`src/rtl/fruit_ctrl_pkg.sv`:
```
`default_nettype none
// ============================================================================
//  Module      : fruit_ctrl_pkg
//  Description : Shared state encoding and helpers for the N-fruit game
//                controller.
//  Revision    : 1.0 - initial release
// ============================================================================
package fruit_ctrl_pkg;

    // Widest fruit vector the popcount helper has to handle
    localparam int c_max_fruits = 8;

    // Game FSM encoding; the raw value is exported on the state port
    typedef enum logic [2:0] {
        ST_IDLE   = 3'd0,
        ST_PLAY   = 3'd1,
        ST_PAUSED = 3'd2,
        ST_OVER   = 3'd3,
        ST_WIN    = 3'd4
    } state_e;

    // Number of set bits in a (zero-padded) fruit vector
    function automatic logic [3:0] popcount(input logic [c_max_fruits-1:0] v);
        logic [3:0] n;
        n = '0;
        for (int i = 0; i < c_max_fruits; i++) begin
            n = n + {3'b000, v[i]};
        end
        return n;
    endfunction

endpackage
`default_nettype wire

```
`src/rtl/fruit_chan.sv`:
```
`default_nettype none
// ============================================================================
//  Module      : fruit_chan
//  Description : One fruit channel: active-edge history, cut flag and
//                cut / miss / respawn generation.
//  Revision    : 1.0 - initial release
// ============================================================================
module fruit_chan
    import fruit_ctrl_pkg::*;
(
    input  logic clk,
    input  logic rst_n,
    input  logic i_play,
    input  logic i_start,
    input  logic i_frame_tick,
    input  logic i_active,
    input  logic i_hit,
    output logic o_cut,
    output logic o_miss,
    output logic o_respawn
);

    logic active_q, active_d;
    logic cut_q, cut_d;
    logic respawn_q, respawn_d;
    logic w_rise;
    logic w_fall;

    // Edge detection, event classification and next-state of the channel flags
    always_comb begin
        w_rise = i_active & ~active_q;
        w_fall = ~i_active & active_q;

        // A cut is only possible while the fruit is in flight, so it can
        // never coincide with a falling edge; the guard on o_miss keeps the
        // cut dominant regardless.
        o_cut  = i_play & i_frame_tick & i_active & i_hit & ~cut_q;
        o_miss = i_play & w_fall & ~cut_q & ~o_cut;

        // History tracks every cycle so that leaving pause sees no false edge
        active_d = i_active;

        cut_d = cut_q;
        if (i_play && w_rise) begin
            cut_d = 1'b0;
        end
        if (o_cut) begin
            cut_d = 1'b1;
        end

        respawn_d = i_start | o_cut | o_miss;
    end

    // Channel registers; reset also drops any pending respawn pulse
    always_ff @(posedge clk) begin
        if (!rst_n) begin
            active_q  <= 1'b0;
            cut_q     <= 1'b0;
            respawn_q <= 1'b0;
        end else begin
            active_q  <= active_d;
            cut_q     <= cut_d;
            respawn_q <= respawn_d;
        end
    end

    assign o_respawn = respawn_q;

endmodule
`default_nettype wire

```
`src/rtl/fruit_ctrl_n.sv`:
```
`default_nettype none
// ============================================================================
//  Module      : fruit_ctrl_n
//  Description : Game controller for NUM_FRUITS fruits: FSM, saturating
//                score / miss counters and sub-counter based level logic.
//  Revision    : 1.0 - initial release
// ============================================================================
module fruit_ctrl_n
    import fruit_ctrl_pkg::*;
#(
    parameter int NUM_FRUITS = 3,
    parameter int SCORE_W    = 10,
    parameter int MISS_W     = 8,
    parameter int MAX_MISS   = 10,
    parameter int MAX_SCORE  = 999,
    parameter int LEVEL_STEP = 25,
    parameter int NUM_LEVELS = 4,
    parameter int LVL_W      = 2
) (
    input  logic                  ck,
    input  logic                  on,
    input  logic                  frame_tick,
    input  logic                  pause,
    input  logic [NUM_FRUITS-1:0] active,
    input  logic [NUM_FRUITS-1:0] hit,
    output logic [NUM_FRUITS-1:0] respawn,
    output logic [SCORE_W-1:0]    score,
    output logic [MISS_W-1:0]     missed,
    output logic [LVL_W-1:0]      level,
    output logic [2:0]            state,
    output logic                  go,
    output logic                  max
);

    // Sub-counter only ever holds < LEVEL_STEP + NUM_FRUITS < 2*LEVEL_STEP
    localparam int                 c_sub_w       = $clog2(2 * LEVEL_STEP);
    localparam logic [SCORE_W-1:0] c_max_score   = SCORE_W'(MAX_SCORE);
    localparam logic [SCORE_W+3:0] c_max_score_x = (SCORE_W + 4)'(MAX_SCORE);
    localparam logic [MISS_W-1:0]  c_max_miss    = MISS_W'(MAX_MISS);
    localparam logic [MISS_W+3:0]  c_max_miss_x  = (MISS_W + 4)'(MAX_MISS);
    localparam logic [c_sub_w+3:0] c_step_x      = (c_sub_w + 4)'(LEVEL_STEP);
    localparam logic [LVL_W-1:0]   c_top_level   = LVL_W'(NUM_LEVELS - 1);

    state_e               state_q, state_d;
    logic [SCORE_W-1:0]   score_q, score_d;
    logic [MISS_W-1:0]    missed_q, missed_d;
    logic [LVL_W-1:0]     level_q, level_d;
    logic [c_sub_w-1:0]   sub_q, sub_d;

    logic                 w_start;
    logic                 w_play;
    logic [NUM_FRUITS-1:0] w_cut;
    logic [NUM_FRUITS-1:0] w_miss;
    logic [c_max_fruits-1:0] w_cut_pad;
    logic [c_max_fruits-1:0] w_miss_pad;
    logic [3:0]           w_n_cut;
    logic [3:0]           w_n_miss;
    logic [SCORE_W+3:0]   w_score_sum;
    logic [MISS_W+3:0]    w_miss_sum;
    logic [c_sub_w+3:0]   w_sub_sum;

    assign w_play = (state_q == ST_PLAY);

    // Per-fruit channels
    for (genvar gi = 0; gi < NUM_FRUITS; gi++) begin : g_chan
        fruit_chan u_chan (
            .clk          (ck),
            .rst_n        (on),
            .i_play       (w_play),
            .i_start      (w_start),
            .i_frame_tick (frame_tick),
            .i_active     (active[gi]),
            .i_hit        (hit[gi]),
            .o_cut        (w_cut[gi]),
            .o_miss       (w_miss[gi]),
            .o_respawn    (respawn[gi])
        );
    end

    // Game FSM next state; win is checked before loss so it takes priority
    always_comb begin
        state_d = state_q;
        w_start = 1'b0;
        case (state_q)
            ST_IDLE: begin
                if (frame_tick) begin
                    state_d = ST_PLAY;
                    w_start = 1'b1;
                end
            end
            ST_PLAY: begin
                if (score_q == c_max_score) begin
                    state_d = ST_WIN;
                end else if (missed_q == c_max_miss) begin
                    state_d = ST_OVER;
                end else if (pause) begin
                    state_d = ST_PAUSED;
                end
            end
            ST_PAUSED: begin
                if (!pause) begin
                    state_d = ST_PLAY;
                end
            end
            ST_OVER, ST_WIN: begin
                state_d = state_q;
            end
            default: begin
                state_d = ST_IDLE;
            end
        endcase
    end

    // Saturating score / miss counters and level sub-counter
    always_comb begin
        w_cut_pad                   = '0;
        w_cut_pad[NUM_FRUITS-1:0]   = w_cut;
        w_miss_pad                  = '0;
        w_miss_pad[NUM_FRUITS-1:0]  = w_miss;
        w_n_cut                     = popcount(w_cut_pad);
        w_n_miss                    = popcount(w_miss_pad);

        w_score_sum = {4'b0000, score_q} + {{SCORE_W{1'b0}}, w_n_cut};
        w_miss_sum  = {4'b0000, missed_q} + {{MISS_W{1'b0}}, w_n_miss};
        w_sub_sum   = {4'b0000, sub_q} + {{c_sub_w{1'b0}}, w_n_cut};

        score_d  = (w_score_sum >= c_max_score_x) ? c_max_score : SCORE_W'(w_score_sum);
        missed_d = (w_miss_sum >= c_max_miss_x) ? c_max_miss : MISS_W'(w_miss_sum);

        // Subtract instead of dividing; at most one level step per cycle
        level_d = level_q;
        if (w_sub_sum >= c_step_x) begin
            sub_d = c_sub_w'(w_sub_sum - c_step_x);
            if (level_q != c_top_level) begin
                level_d = level_q + LVL_W'(1);
            end
        end else begin
            sub_d = c_sub_w'(w_sub_sum);
        end
    end

    // FSM and counter registers
    always_ff @(posedge ck) begin
        if (!on) begin
            state_q  <= ST_IDLE;
            score_q  <= '0;
            missed_q <= '0;
            level_q  <= '0;
            sub_q    <= '0;
        end else begin
            state_q  <= state_d;
            score_q  <= score_d;
            missed_q <= missed_d;
            level_q  <= level_d;
            sub_q    <= sub_d;
        end
    end

    assign score  = score_q;
    assign missed = missed_q;
    assign level  = level_q;
    assign state  = state_q;
    assign go     = (state_q == ST_OVER) || (state_q == ST_WIN);
    assign max    = (state_q == ST_WIN);

endmodule
`default_nettype wire

```
`config.mk`:
```
export PLATFORM = sky130hd
export DESIGN_NAME = fruit_ctrl_n
export DESIGN_NICKNAME = d
export VERILOG_FILES = /design/src/rtl/fruit_ctrl_pkg.sv /design/src/rtl/fruit_chan.sv /design/src/rtl/fruit_ctrl_n.sv
export SDC_FILE = /design/constraint.sdc
export NUM_CORES = 1
export LEC_CHECK = 0
export BUFFER_PORTS_ARGS = -buffer_cell sky130_fd_sc_hd__buf_4
export CORE_AREA = 2 2 74 76
export CTS_BUF_LIST = sky130_fd_sc_hd__clkbuf_2 sky130_fd_sc_hd__clkbuf_4 sky130_fd_sc_hd__clkbuf_8
export DETAILED_ROUTE_END_ITERATION = 8
export DIE_AREA = 0 0 76 78
export MAX_ROUTING_LAYER = met4
export PLACE_DENSITY = 0.65
export SLEW_MARGIN = 20
export SYNTH_ARGS = -nofsm -noshare
export SYNTH_HDL_FRONTEND = slang
export SYNTH_SLANG_ARGS = --single-unit
```
`constraint.sdc`:
```
create_clock -name ck -period 4.75 [get_ports ck]
set_input_delay 0.2375 -clock ck [delete_from_list [all_inputs] [get_ports ck]]
set_output_delay 0.2375 -clock ck [all_outputs]
set_load 0.005 [all_outputs]
```
Word-level counts from Yosys, hierarchy flattened:

Index checks and enable logic that the tools add are counted.

* logic and storage cells: 113
* register bits: 38
* input bits: 10

* reductions and logical operators: 13
* equality and inequality tests: 10
* mux-type cells: 17
* magnitude comparators: 3
* bitwise logic cells: 45
* $add $sub $neg: 9

Operator list (number)
* $and A1 B1 Y1: 25
* $mux W3: 5
* $not A1 Y1: 14
* $pmux W3 S4: 1
* $add A10 B3 Y11: 1
* $ge A11 B10 Y1 const B: 1
* $eq A10 B10 Y1 const B: 1
* $mux W10: 1
* $add A8 B3 Y9: 1
* $ge A9 B4 Y1 const B: 1
* $eq A8 B4 Y1 const B: 1
* $mux W1: 8
* $add A6 B3 Y7: 1
* $ge A7 B5 Y1 const B: 1
* $add A2 B1 Y3: 2
* $eq A3 B2 Y1 const B: 2
* $mux W6: 1
* $ne A2 B2 Y1 const B: 3
* $or A1 B1 Y1: 6
* $reduce_bool A2 Y1: 3
* $reduce_or A2 Y1: 3
* $sub A6 B5 Y6 const B: 1
* $add A1 B1 Y2: 2
* $mux W4: 1
* 9 further kinds: 11

Logic depth before layout (Yosys ltp):

* word-level depth: 12
* depth in mapped cells: 14
* mapped depth without buffers: 13

Cells and area by module:

Synthesis repeated with hierarchy kept, for this count alone.

* cell total of the unflattened synthesis: 246
* area total of the unflattened synthesis: 2134.5 µm²

Modules (own cells, without submodules)
* fruit_ctrl_n: area an instance 1702.9 µm², instances 1, seq. area each 580.6 µm², cells an instance 201
* fruit_chan: area an instance 143.9 µm², instances 3, seq. area each 60.1 µm², cells an instance 15

Least setup slack after synthesis:

OpenSTA, ideal clock, no wires.

* path type: reg-to-reg
* from: register state_q[1], in the netlist state[1]
* to: register sub_q[2]
* arrival time: 3.724 ns
* path buffers: 1
* slack: 0.952 ns
* cell stages (with the launch flop): 14
* library setup time: 0.073 ns
* cell sequence: dfxtp_1 clkbuf_1 nor3b_2 nand2_1 nor3_1 fa_1 ha_1 fa_1 inv_1 ha_1 nor4_2 o32ai_4 and3_1 nor3_2

* cells in the longest elaborated chain, start to end: 10
* elaborated cells on any way between the ends: 17
* classes of those cells: 4 x add/sub; 1 x order compare; 1 x eq/ne; 1 x mux; 10 x bitwise

RTL lines
* start: declaration: RTL line fruit_ctrl_n.sv:44 `state_e state_q, state_d;`
* start signal: assignment: RTL line fruit_ctrl_n.sv:151 `state_q <= state_d;`
* $eq A3 B1 Y1 *: RTL line fruit_ctrl_n.sv:62 `assign w_play = (state_q == ST_PLAY);`
* $and A1 B1 Y1 *: RTL line fruit_chan.sv:37 `o_cut = i_play & i_frame_tick & i_active & i_hit & ~cut_q;`
* $and A1 B1 Y1 (3 in series): RTL line fruit_chan.sv:37
* $add A1 B1 Y2: RTL line fruit_ctrl_pkg.sv:27 `n = n + {3'b000, v[i]};`
* $add A2 B1 Y3 *: RTL line fruit_ctrl_pkg.sv:27
* $add A6 B3 Y7 *: RTL line fruit_ctrl_n.sv:125 `w_sub_sum = {4'b0000, sub_q} + {{c_sub_w{1'b0}}, w_n_cut};`
* $sub A6 B5 Y6 or $ge A7 B5 Y1 (tied branches): RTL line fruit_ctrl_n.sv:133, fruit_ctrl_n.sv:132
* $mux W6 *: RTL line fruit_ctrl_n.sv:132 `if (w_sub_sum >= c_step_x) begin`
* end signal: assignment: RTL line fruit_ctrl_n.sv:155 `sub_q <= sub_d;`
* end: declaration: RTL line fruit_ctrl_n.sv:48 `logic [c_sub_w-1:0] sub_q, sub_d;`

Mark *: on every way between the ends. The rest lies on a longest branch, timed or not.
A chain may end at the register's enable or synchronous reset.

Final worst setup path:

* from: register state_q[0], in the netlist state[0]
* to: register sub_q[2]

The elaborated chain is that of the path after synthesis.

==> out/metrics.yaml <==
status: "complete, no violations"
cts_root_buf: "clkbuf_8"
cts.path.max_buffers: 2
hold-path-cell-count: 2
hold_viol: 0
synth_commonest_cells: "dfxtp_1, nor2_1, a21oi_1, nand2_1, inv_1"
cts_sinks: 38
drc: 0
async_reset_ff_share_pct: 0
synth_compound_area_share_pct: 16.5
final_antenna_net_count: 0
reg2regPathDepth: 13
routed_wl_mm: 4.88
layout.nets: 320
rsz0062_at_grt: "no"
drive_gt1_share_pct: 20.9
dp_hpwl_mm: 3.58
start_util_pct: 44.7
grt_antenna_before_repair: 0
synth_xor_area_share_pct: 4.22
first_pass_iters: 4
maxCapViolCount: 0
cp.arrival_ps: 4220
grt_pass1_vias: 1846
required_ps: 4980
synthAdderAreaFrac_pct: 9.43
cp-end-kind: "register"
ys_warn_count: 0
yosys.area_share.simple_pct: 29.1
synth_cells: 260
syn_area_um2: 2260
timing.setup.tns_ps: 0
num_vias: 1959
cp-start-kind: "register"
cts-resized-gates: 0
layout_setup_ws_ps: 756
hold_class: "input port to register"
max_slew_margin_pct: 49.8
io_pins: 38
synth_area_leader_cell: "dfxtp_1"
whs_ps: 180
post_cts_buffers: 0
die_x_um: 76
cts_buffers: 5
hold_end: "g_chan[0].u_chan.active_q"
avgSynthCellArea_um2: 8.68
grtUsageTotal_pct: 17.8
seq_area_frac_synth_pct: 33.7
grt_max_degree: 22
die-area_um2: 5930
grt_overflow: 0
cts.htree.levels: 2
finalClockSkew_ps: 7.83
synth_top_family_by_area: "simple AND/OR/NAND/NOR gates"
viasPerCell: 5.34
setup_viol: 0
drt-wirelength-per-cell_um: 13.3
yosys-top-cells-area: "dfxtp_1, ha_1, fa_1, a21oi_1, nor2_1"
synth_cell_types: 59
max_freq_ghz: 0.250
place.gp.congestion: 0.861
r2r-end: "sub_q[2]"
critPathKind: "register to register"
path_max_fanout: 9
ys_ff_latch: 38
num_rows: 26
r2r-start: "state[0]"
synth_ff_type: "dfxtp_1"
fin_crit_sh_pct: 84.1
syn_to_final_growth_pct: 18.4
synth_top_area_share_pct: 33.7
leakagePower_nw: 1.09
maxSlewViolCount: 0
worstMarginPinSlew_ps: 751
clk_latency_ps: 290
synthMuxAreaShare_pct: 1.33
n_antenna_cell: 0
p_total_uw: 692
synth-edff-count: 0
grt_first_pass_wirelength_mm: 8.31
ctsHoldBuffers: 0
power_density_nw_per_um2: 259
dp_slack_ps: 780
min-delay-start: "active[0]"
drtIter0Drc: 90
r2r_slack_ps: 760
period_needed_ps: 3990
synth.most_common_cell: "dfxtp_1"
peakVddDrop_mv: 0.199
cts_tree: "built"
io_buffers: 37
die_h_um: 78
clkTransAtPathRegs_ps: 80
core-area_um2: 5040
==> layer usage <==
layer	GRT usage, %	up-vias	share of wire, %
met5	-	-	0
li1	-	989	-
met2	28.7	57	46
met4	6.91	0	1.8
met1	21.9	904	46
met3	3.84	9	6.0
==> power breakdown <==
group	switching (mW)	internal, mW	total [mW]
sequential	0.0117	0.332	0.343
clock	0.120	0.117	0.237
combinational	0.0579	0.0534	0.111
==> state kept, by name, indices dropped and copies added, names as in the netlist <==
| register | cells |
|---|---|
| g_chan.u_chan.active_q | 3 |
| g_chan.u_chan.cut_q | 3 |
| g_chan.u_chan.o_respawn | 3 |
| level | 2 |
| missed | 8 |
| score | 10 |
| state | 3 |
| sub_q | 6 |
==> placed cells by master (no fill, tap or decap), drive strengths merged, types with 2 or more instances in the layout <==
cell | netlist | layout
o21a | 3 | 3
nor2b | 3 | 3
and3b | 2 | 2
dfxtp | 38 | 38
nand2b | 7 | 7
nor3b | 5 | 5
inv | 16 | 16
a311oi | 2 | 2
conb | 1 | 4
a21o | 3 | 3
o21ai | 7 | 7
and2 | 4 | 4
nor4 | 5 | 5
nor4b | 3 | 3
ha | 9 | 9
xnor2 | 4 | 4
mux2i | 3 | 3
nand3b | 3 | 3
a31oi | 3 | 3
nand3 | 14 | 14
fa | 5 | 5
xor2 | 6 | 6
nand4 | 3 | 3
nor3 | 14 | 14
o211ai | 2 | 2
and4 | 2 | 2
a32oi | 2 | 2
nor2 | 23 | 23
nand2 | 18 | 18
a21oi | 18 | 18
a211o | 3 | 3
buf | 6 | 38
and3 | 5 | 5
clkbuf | 6 | 6
==> through the flow <==
stage | instances | area (µm²) | utilization (%)
2_1_floorplan | 263 | 2270 | -
3_3_place_gp | 359 | 2580 | 51.1
3_5_place_dp | 359 | 2580 | 51.1
4_1_cts | 367 | 2670 | 53.0
5_1_grt | 367 | 2670 | 53.0
6_report | 367 | 2670 | 53.0
==> worst max-delay path: stages, from the launching register on <==
cell and delay, ps:
dfxtp_1 440, nor3b_2 190, buf_4 170, nand2_1 100, nor3_1 460, fa_1 510
ha_1 260, fa_1 580, inv_1 90, ha_1 240, nor4_2 350, o32ai_4 160
and3_1 240, nor3_2 130
==> cell type report <==
| cell class | count | area, µm² |
|---|---|---|
| fillers | 489 | 2370 |
| multi-input cells | 197 | 1380 |
| flip-flops and latches | 38 | 761 |
| repair buffers | 38 | 285 |
| well taps | 70 | 87.6 |
| clock buffers | 6 | 82.6 |
| inverters | 16 | 60.1 |
| clock inverters | 2 | 12.5 |
==> how the worst max path moves through the flow <==
stage / from / to / slack, ps / cells past startpoint
detailed placement: state[0] / sub_q[2] / 780 / 13
global route: state[0] / sub_q[2] / 390 / 13
finish: state[0] / sub_q[2] / 760 / 13
global placement: state[0] / sub_q[2] / 950 / 13
floorplan: state[1] / sub_q[2] / 950 / 13
CTS: state[0] / sub_q[2] / 750 / 13
==> cells by family (layout without fill, tap and decap cells) <==
group,after synthesis,after routing
mux,3,3
compound gates,51,51
fa+ha+maj,14,14
other cells,1,4
flops,38,38
buf+inv,28,62
simple gates,115,115
xor+xnor,10,10
(Power assumes the default switching activity.)
